[config.mk]
export PLATFORM = sky130hd
export DESIGN_NAME = ac97_frame_tx_flat
export DESIGN_NICKNAME = d
export VERILOG_FILES = /design/src/rtl/ac97_frame_tx_if.sv /design/src/rtl/ac97_frame_tx.sv /design/src/flat_wrapper.sv
export SDC_FILE = /design/constraint.sdc
export NUM_CORES = 1
export LEC_CHECK = 0
export CAP_MARGIN = 20
export CORE_MARGIN = 1.5
export CORE_UTILIZATION = 54
export CTS_BUF_LIST = sky130_fd_sc_hd__clkbuf_16
export CTS_CLUSTER_SIZE = 14
export DETAILED_ROUTE_END_ITERATION = 8
export HOLD_SLACK_MARGIN = 0.08
export PLACE_DENSITY = 0.83
export SYNTH_ARGS = -nofsm -noshare
export SYNTH_HDL_FRONTEND = slang
export SYNTH_SLANG_ARGS = --single-unit
export TNS_END_PERCENT = 10
[constraint.sdc]
create_clock -name I_CLK -period 2.5 [get_ports I_CLK]
set_input_delay 0.5 -clock I_CLK [delete_from_list [all_inputs] [get_ports I_CLK]]
set_output_delay 0.5 -clock I_CLK [all_outputs]
set_load 0.01 [all_outputs]
[src/rtl/ac97_frame_tx_if.sv]
// -----------------------------------------------------------------------------
// ac97_frame_tx_if
//
// Purpose:
//   Groups the sound-controller side of the AC97 transmitter. It carries the
//   per-frame PCM sample pair with its strobe, and the register-write command
//   handshake.
//
// Signals:
//   I_LEFT_SAMPLE   [19:0]  PCM left, two's complement (slot 3)
//   I_RIGHT_SAMPLE  [19:0]  PCM right, two's complement (slot 4)
//   O_SAMPLE_STROBE         one-cycle pulse when the sample pair is latched
//   I_CMD_VALID             command write request
//   I_CMD_ADDR      [6:0]   codec register address
//   I_CMD_DATA      [15:0]  codec register write data
//   O_CMD_READY             command holding register empty
//
// Modports:
//   master : the sound controller (drives samples and commands)
//   slave  : the transmitter (ac97_frame_tx)
// -----------------------------------------------------------------------------
interface ac97_frame_tx_if;
    logic [19:0] I_LEFT_SAMPLE;
    logic [19:0] I_RIGHT_SAMPLE;
    logic        O_SAMPLE_STROBE;
    logic        I_CMD_VALID;
    logic [6:0]  I_CMD_ADDR;
    logic [15:0] I_CMD_DATA;
    logic        O_CMD_READY;

    modport master (
        output I_LEFT_SAMPLE,
        output I_RIGHT_SAMPLE,
        input  O_SAMPLE_STROBE,
        output I_CMD_VALID,
        output I_CMD_ADDR,
        output I_CMD_DATA,
        input  O_CMD_READY
    );

    modport slave (
        input  I_LEFT_SAMPLE,
        input  I_RIGHT_SAMPLE,
        output O_SAMPLE_STROBE,
        input  I_CMD_VALID,
        input  I_CMD_ADDR,
        input  I_CMD_DATA,
        output O_CMD_READY
    );
endinterface

[src/rtl/ac97_frame_tx.sv]
// -----------------------------------------------------------------------------
// ac97_frame_tx
//
// Purpose:
//   Controller-to-codec end of an AC97 link. The codec bit clock is
//   oversampled on I_CLK (which must run at least 4x I_BITCLK). Every rising
//   edge of I_BITCLK advances a 256-bit frame: SYNC high for bits 0..15, then
//   MSB-first serial data carrying the tag slot, a command address/data pair
//   (slots 1/2) and 20-bit PCM left/right (slots 3/4). Bits 96..255 are zero.
//   The block also holds the codec in cold reset for RESET_HOLD cycles after
//   I_RESET, and accepts one pending register write through a valid/ready
//   holding register.
//
// Parameters:
//   RESET_HOLD   I_CLK cycles O_RESET_L stays low after I_RESET falls (>= 1)
//   SYNC_STAGES  synchronizer depth for I_BITCLK (>= 2)
//
// Ports:
//   I_CLK        system clock
//   I_RESET      synchronous active-high reset
//   I_BITCLK     AC97 bit clock from the codec, asynchronous to I_CLK
//   bus          ac97_frame_tx_if.slave: samples, strobe, command handshake
//   O_SYNC       AC97 SYNC
//   O_SDATA_OUT  AC97 serial data out
//   O_RESET_L    codec reset, active low
//
// Optional feature (compile-time macro AC97_INIT_SEQ_EN):
//   When defined, the first three frames after entering RUN carry built-in
//   writes (0x02<=0x0000, 0x18<=0x0808, 0x04<=0x0000) and O_CMD_READY stays
//   low until the third of those frames has started. When undefined, no init
//   writes are sent and O_CMD_READY is high from WAIT onward.
// -----------------------------------------------------------------------------
module ac97_frame_tx #(
    parameter int unsigned RESET_HOLD  = 1024,
    parameter int unsigned SYNC_STAGES = 2
) (
    input  logic           I_CLK,
    input  logic           I_RESET,
    input  logic           I_BITCLK,
    ac97_frame_tx_if.slave bus,
    output logic           O_SYNC,
    output logic           O_SDATA_OUT,
    output logic           O_RESET_L
);

    localparam int unsigned       HOLD_W    = (RESET_HOLD > 1) ? $clog2(RESET_HOLD) : 1;
    localparam logic [HOLD_W-1:0] HOLD_LAST = HOLD_W'(RESET_HOLD - 1);

    typedef enum logic [1:0] {
        ST_HOLD,
        ST_WAIT,
        ST_RUN
    } state_t;

    // ------------------------------------------------------------------
    // Registers
    // ------------------------------------------------------------------
    state_t                  state_q;
    logic [HOLD_W-1:0]       hold_cnt_q;
    logic [SYNC_STAGES-1:0]  bclk_sync_q;
    logic                    bclk_hist_q;
    logic [7:0]              bit_cnt_q;

    logic                    sync_q;
    logic                    sdata_q;
    logic                    reset_l_q;
    logic                    strobe_q;
    logic                    cmd_ready_q;

    // Holding register: filled by the handshake, drained at frame start.
    logic                    hold_full_q;
    logic [6:0]              hold_addr_q;
    logic [15:0]             hold_data_q;

    // Frame registers: stable for the whole frame being shifted out.
    logic                    cmd_present_q;
    logic [6:0]              cmd_addr_q;
    logic [15:0]             cmd_data_q;
    logic [19:0]             left_q;
    logic [19:0]             right_q;

    // ------------------------------------------------------------------
    // Combinational next-state signals
    // ------------------------------------------------------------------
    logic                    rise_evt;
    logic                    frame_start;
    logic                    cmd_accept;
    logic                    cmd_load;
    logic                    hold_full_d;
    logic                    init_done_d;
    logic                    cmd_ready_d;
    logic [95:0]             frame_vec;
    logic [6:0]              vec_idx;
    logic                    frame_bit;

    assign rise_evt    = bclk_sync_q[SYNC_STAGES-1] & ~bclk_hist_q;
    assign frame_start = (state_q == ST_RUN) && rise_evt && (bit_cnt_q == 8'd0);
    assign cmd_accept  = bus.I_CMD_VALID && cmd_ready_q;

`ifdef AC97_INIT_SEQ_EN
    logic [1:0] init_cnt_q;
    logic       init_load;

    // Built-in writes, indexed by how many have been sent so far.
    function automatic logic [22:0] init_cmd(input logic [1:0] idx);
        case (idx)
            2'd0:    return {7'h02, 16'h0000};   // master volume
            2'd1:    return {7'h18, 16'h0808};   // PCM out volume
            default: return {7'h04, 16'h0000};   // headphone volume
        endcase
    endfunction

    assign init_load   = frame_start && (init_cnt_q != 2'd3);
    // Ready may rise once the third init frame has started.
    assign init_done_d = (init_cnt_q == 2'd3) || (init_load && (init_cnt_q == 2'd2));
    assign cmd_load    = frame_start && hold_full_q && !init_load;
`else
    assign init_done_d = 1'b1;
    assign cmd_load    = frame_start && hold_full_q;
`endif

    // NOTE: every signal gets a default before any branch, so this block stays purely combinational.
    always_comb begin
        hold_full_d = hold_full_q;
        if (cmd_accept) begin
            hold_full_d = 1'b1;
        end else if (cmd_load) begin
            hold_full_d = 1'b0;
        end
    end

    assign cmd_ready_d = init_done_d && !hold_full_d;

    // Outgoing frame content for bits 0..95, bit 0 at the MSB end.
    assign frame_vec = {
        1'b1, cmd_present_q, cmd_present_q, 2'b11, 11'd0,            // slot 0 tag
        cmd_present_q ? {1'b0, cmd_addr_q, 12'd0} : 20'd0,           // slot 1
        cmd_present_q ? {cmd_data_q, 4'd0}        : 20'd0,           // slot 2
        left_q,                                                      // slot 3
        right_q                                                      // slot 4
    };
    assign vec_idx = 7'd95 - bit_cnt_q[6:0];

    always_comb begin
        frame_bit = 1'b0;
        if (bit_cnt_q < 8'd96) begin
            frame_bit = frame_vec[vec_idx];
        end
    end

    // ------------------------------------------------------------------
    // I_BITCLK synchronizer and edge history
    // ------------------------------------------------------------------
    generate
        if (SYNC_STAGES > 1) begin : g_sync_chain
            always_ff @(posedge I_CLK) begin
                if (I_RESET) begin
                    bclk_sync_q <= '0;
                    bclk_hist_q <= 1'b0;
                end else begin
                    bclk_sync_q <= {bclk_sync_q[SYNC_STAGES-2:0], I_BITCLK};
                    bclk_hist_q <= bclk_sync_q[SYNC_STAGES-1];
                end
            end
        end else begin : g_sync_single
            always_ff @(posedge I_CLK) begin
                if (I_RESET) begin
                    bclk_sync_q <= '0;
                    bclk_hist_q <= 1'b0;
                end else begin
                    bclk_sync_q <= I_BITCLK;
                    bclk_hist_q <= bclk_sync_q[0];
                end
            end
        end
    endgenerate

    // ------------------------------------------------------------------
    // Control FSM with registered link outputs
    // ------------------------------------------------------------------
    // NOTE: non-blocking assignments only, so every register here sees the pre-edge value of every other.
    always_ff @(posedge I_CLK) begin
        if (I_RESET) begin
            state_q       <= ST_HOLD;
            hold_cnt_q    <= '0;
            bit_cnt_q     <= 8'd0;
            sync_q        <= 1'b0;
            sdata_q       <= 1'b0;
            reset_l_q     <= 1'b0;
            strobe_q      <= 1'b0;
            cmd_ready_q   <= 1'b0;
            hold_full_q   <= 1'b0;
            cmd_present_q <= 1'b0;
            // NOTE: the datapath registers are cleared as well, so a frame after reset never leaks old samples or commands.
            hold_addr_q   <= 7'd0;
            hold_data_q   <= 16'd0;
            cmd_addr_q    <= 7'd0;
            cmd_data_q    <= 16'd0;
            left_q        <= 20'd0;
            right_q       <= 20'd0;
`ifdef AC97_INIT_SEQ_EN
            init_cnt_q    <= 2'd0;
`endif
        end else begin
            strobe_q    <= 1'b0;
            hold_full_q <= hold_full_d;
            if (cmd_accept) begin
                hold_addr_q <= bus.I_CMD_ADDR;
                hold_data_q <= bus.I_CMD_DATA;
            end

            unique case (state_q)
                ST_HOLD: begin
                    if (hold_cnt_q == HOLD_LAST) begin
                        state_q     <= ST_WAIT;
                        reset_l_q   <= 1'b1;
                        cmd_ready_q <= cmd_ready_d;
                    end else begin
                        hold_cnt_q <= hold_cnt_q + 1'b1;
                    end
                end

                ST_WAIT: begin
                    cmd_ready_q <= cmd_ready_d;
                    // This rise only aligns the counter; bit 0 goes out on the next one.
                    if (rise_evt) begin
                        state_q   <= ST_RUN;
                        bit_cnt_q <= 8'd0;
                    end
                end

                ST_RUN: begin
                    cmd_ready_q <= cmd_ready_d;
                    if (rise_evt) begin
                        sync_q    <= (bit_cnt_q < 8'd16);
                        sdata_q   <= frame_bit;
                        bit_cnt_q <= bit_cnt_q + 8'd1;     // 255 wraps to 0
                        if (bit_cnt_q == 8'd0) begin
                            left_q   <= bus.I_LEFT_SAMPLE;
                            right_q  <= bus.I_RIGHT_SAMPLE;
                            strobe_q <= 1'b1;
`ifdef AC97_INIT_SEQ_EN
                            if (init_load) begin
                                cmd_present_q            <= 1'b1;
                                {cmd_addr_q, cmd_data_q} <= init_cmd(init_cnt_q);
                                init_cnt_q               <= init_cnt_q + 2'd1;
                            end else
`endif
                            if (cmd_load) begin
                                cmd_present_q <= 1'b1;
                                cmd_addr_q    <= hold_addr_q;
                                cmd_data_q    <= hold_data_q;
                            end else begin
                                cmd_present_q <= 1'b0;
                            end
                        end
                    end
                end

                default: state_q <= ST_HOLD;
            endcase
        end
    end

    assign O_SYNC              = sync_q;
    assign O_SDATA_OUT         = sdata_q;
    assign O_RESET_L           = reset_l_q;
    assign bus.O_SAMPLE_STROBE = strobe_q;
    assign bus.O_CMD_READY     = cmd_ready_q;

endmodule
[src/flat_wrapper.sv]
// flat-port wrapper written by rule: the top's interface ports become plain ports
module ac97_frame_tx_flat 
#(
    parameter int unsigned RESET_HOLD  = 1024,
    parameter int unsigned SYNC_STAGES = 2
)
  (I_CLK, I_RESET, I_BITCLK, O_SYNC, O_SDATA_OUT, O_RESET_L, bus_I_LEFT_SAMPLE, bus_I_RIGHT_SAMPLE, bus_O_SAMPLE_STROBE, bus_I_CMD_VALID, bus_I_CMD_ADDR, bus_I_CMD_DATA, bus_O_CMD_READY);
  ac97_frame_tx_if bus_i ();
  input  logic I_CLK;
  input  logic I_RESET;
  input  logic I_BITCLK;
  output logic O_SYNC;
  output logic O_SDATA_OUT;
  output logic O_RESET_L;
  input wire logic [$bits(bus_i.I_LEFT_SAMPLE)-1:0] bus_I_LEFT_SAMPLE;
  input wire logic [$bits(bus_i.I_RIGHT_SAMPLE)-1:0] bus_I_RIGHT_SAMPLE;
  output wire logic [$bits(bus_i.O_SAMPLE_STROBE)-1:0] bus_O_SAMPLE_STROBE;
  input wire logic [$bits(bus_i.I_CMD_VALID)-1:0] bus_I_CMD_VALID;
  input wire logic [$bits(bus_i.I_CMD_ADDR)-1:0] bus_I_CMD_ADDR;
  input wire logic [$bits(bus_i.I_CMD_DATA)-1:0] bus_I_CMD_DATA;
  output wire logic [$bits(bus_i.O_CMD_READY)-1:0] bus_O_CMD_READY;
  assign bus_i.I_LEFT_SAMPLE = bus_I_LEFT_SAMPLE;
  assign bus_i.I_RIGHT_SAMPLE = bus_I_RIGHT_SAMPLE;
  assign bus_O_SAMPLE_STROBE = bus_i.O_SAMPLE_STROBE;
  assign bus_i.I_CMD_VALID = bus_I_CMD_VALID;
  assign bus_i.I_CMD_ADDR = bus_I_CMD_ADDR;
  assign bus_i.I_CMD_DATA = bus_I_CMD_DATA;
  assign bus_O_CMD_READY = bus_i.O_CMD_READY;
  ac97_frame_tx #(.RESET_HOLD(RESET_HOLD), .SYNC_STAGES(SYNC_STAGES)) u_core (.I_CLK(I_CLK), .I_RESET(I_RESET), .I_BITCLK(I_BITCLK), .bus(bus_i), .O_SYNC(O_SYNC), .O_SDATA_OUT(O_SDATA_OUT), .O_RESET_L(O_RESET_L));
endmodule
==> flow_summary.ini <==
[clocking]
hold_buffers = 0
clock-sinks = 116
htree_levels = 4
clk-insertion-delay-late_ps = 410
path_clk_slew_ps = 50
cts.repair.resized = 0
cts_setup_buffers = 0
numCtsBuffers = 17
clk_path_buf_depth = 2
cts_tree = yes
cts-root-buf = clkbuf_16

[timing]
fin_crit_sh_pct = 81.61
max_slew_margin_pct = 53.15
finalSetupViolCount = 0
tns_ps = 0
fin_crit_ps = 2040
hold_slack_ps = 451.2
worstMarginPinSlew_ps = 701.1
final_hold_viol_count = 0
rsz0062_at_grt = false
max_freq_mhz = 490.1
drv_slew = 0
fin_worst_skew_ps = 4.751

[synthesis]
synth_nets = 655
postSynthCellCount = 581
synth-seq-cells = 116
ys.flop_type = dfxtp_1
yosysTopAreaCellShare_pct = 46.90
yosysSeqAreaShare_pct = 46.90
synth_top_area_cell = dfxtp_1
yosysUniqueCellTypes = 46
synthTopCellsByArea = dfxtp_1, nand2_1, a21oi_1
postSynth.asyncResetShare_pct = 0
yosys_warnings = 0
synth_area_per_cell_um2 = 8.522
synth_edf_count = 0
netlist_area_um2 = 4951

[die]
io_pins = 72
die_y_um = 98.75
start_util_pct = 56.22
num_rows = 34
fp.dieW_um = 98.75
core_um2 = 8806
die_area_um2 = 9752

[critical_path]
path_delay_family = simple AND/OR/NAND/NOR gates
critPathBufInv = 2
arrival_ps = 2360
cp_max_fo = 36
path_cells = inv_1, ha_1, and4bb_1, nand4_1, buf_4, nand2_1, a21oi_1
cp-start-kind = flip-flop
worstSetupEndpointType = flip-flop
critPathSlowestCell = buf_4
slowest_delay_ps = 410
rrSetupSlack_ps = 460
reg2regPathDepth = 7
required_ps = 2820
critPathKind = reg2reg
regToRegEndpoint = u_core.right_q[17]
timing.rr.start = u_core.state_q[0]

[grt]
grt_max_degree = 69
grt_pass1_vias = 4150
overflow = 0
gr-usage-all-layers_pct = 24.92
grt_pass1_wl_mm = 19.29
antenna_found_initial = 0

[cells_and_area]
drive_gt1_share_pct = 8.742
final_nets = 713
final_area_um2 = 6284
insertedDiodeCount = 0
nFillCells = 630
syn2layout_area_growth_pct = 26.91

[route]
dr.first_iter.drc_count = 304
drc = 2
wl_per_cell_um = 15.33
ant_nets = 0
viasPerCell = 5.672
firstDrtPassIters = 7
vias = 4311
wl_mm = 11.65

[place]
hpwl_mm = 7.194
io_buffers = 71
placed_area_um2 = 5693
gp_congestion = 0.8682

[hold_path]
hp-class = reg2reg
hp-start = u_core.cmd_data_q[1]
whs_path_depth = 2
whs_endpoint = u_core.cmd_data_q[1]

[status]
status = finished, violations left
violations = DRC

[pwr]
finalPower_mw = 4.415
p_leak_nw = 2.137
ir_drop_mv = 0.4075
power_density_nw_per_um2 = 702.7

[flow_run]
drv_cap = 0
==> Yosys cell counts (all sizes together), types with 7 or more instances <==
cell,n
buf,17
inv,10
clkbuf,24
a21oi,97
dfxtp,116
mux4,15
nor3,7
nand2,163
nor2,28
nand3,30
ha,7
xnor2,10
==> placed cells by master (no fill, tap or decap), types with 2 or more instances in the layout <==
cell type,netlist,routed
a211oi_1,2,2
a21oi_1,97,97
a22oi_1,4,4
and2_1,2,2
and3_1,2,2
buf_12,0,2
buf_4,3,8
bufinv_16,0,3
clkbuf_16,0,17
clkdlybuf4s50_1,0,70
clkinv_2,0,4
clkinvlp_4,0,4
dfxtp_1,116,116
ha_1,7,7
inv_1,10,11
mux2i_1,6,6
mux4_1,6,6
mux4_2,9,9
nand2_1,162,162
nand3_1,30,30
nand3b_1,3,3
nand4_1,3,3
nor2_1,28,28
nor2b_1,6,6
nor3_1,6,6
nor3b_1,2,2
nor4_1,2,2
o21ai_0,3,3
or3_1,2,2
xnor2_1,10,10
xor2_1,4,4
==> routing by layer <==
metal  track usage [%]  part of all wire, %
met1             29.97                   42
met2             42.76                   51
met3             6.738                  5.1
met4             9.341                  1.8
met5                 0                    0
==> sequential cells by signal (all words and copies together) (netlist names), 7 cells and up <==
| signal | flops |
|---|---|
| u_core.bit_cnt_q | 8 |
| u_core.cmd_addr_q | 7 |
| u_core.cmd_data_q | 16 |
| u_core.hold_addr_q | 7 |
| u_core.hold_cnt_q | 10 |
| u_core.hold_data_q | 16 |
| u_core.left_q | 20 |
| u_core.right_q | 20 |
==> tightest hold or removal path: stages (launching register included) <==
cell and delay, ps:
dfxtp_1 300, nand2_1 50, a21oi_1 50
==> per-stage QoR <==
stage | utilization [%] | worst slack, ps | instances
2_1_floorplan | - | 736.6 | 581
3_5_place_dp | 64.65 | 510.0 | 728
3_3_place_gp | 64.65 | 627.2 | 728
5_1_grt | 71.36 | 299.3 | 760
4_1_cts | 71.36 | 452.0 | 760
6_report | 71.36 | 459.8 | 760
==> worst max-delay path by stage <==
stage                   startpoint                   end  cells past startpoint
2_1_floorplan  u_core.bit_cnt_q[0]  u_core.cmd_addr_q[4]                     10
4_1_cts          u_core.state_q[0]    u_core.right_q[17]                      7
6_report         u_core.state_q[0]    u_core.right_q[17]                      7
3_5_place_dp     u_core.state_q[0]     u_core.right_q[4]                      7
5_1_grt        u_core.bit_cnt_q[1]      u_core.left_q[3]                      6
3_3_place_gp     u_core.state_q[0]   u_core.bit_cnt_q[0]                      6
==> report_power, final <==
| group | switching [mW] | internal (mW) | total [mW] |
|---|---|---|---|
| Sequential | 0.00514 | 1.86 | 1.86 |
| Clock | 0.849 | 1.55 | 2.40 |
| Combinational | 0.0509 | 0.101 | 0.152 |
==> area by class of cell <==
cell class / count / area (um^2) / area share, %
Clock buffer: 17 / 425.4 / 6.770
Timing Repair Buffer: 80 / 800.8 / 12.74
Sequential cell: 116 / 2322 / 36.96
Inverter: 10 / 37.54 / 0.5974
Clock inverter: 15 / 165.2 / 2.628
Multi-Input combinational cell: 414 / 2397 / 38.15
Tap cell: 108 / 135.1 / 2.151
==> cell families after synthesis <==
family                   Yosys count  synth area share [%]
buffers and inverters             51                 4.701
adder cells (fa/ha/maj)            7                 1.769
AND/OR/NAND/NOR                  254                 22.01
AO/OA/AOI/OAI                    118                 13.65
flip-flops                       116                 46.90
XOR/XNOR                          14                 2.476
multiplexers                      21                 8.491
No activity file was read; power rests on OpenSTA's default activity.
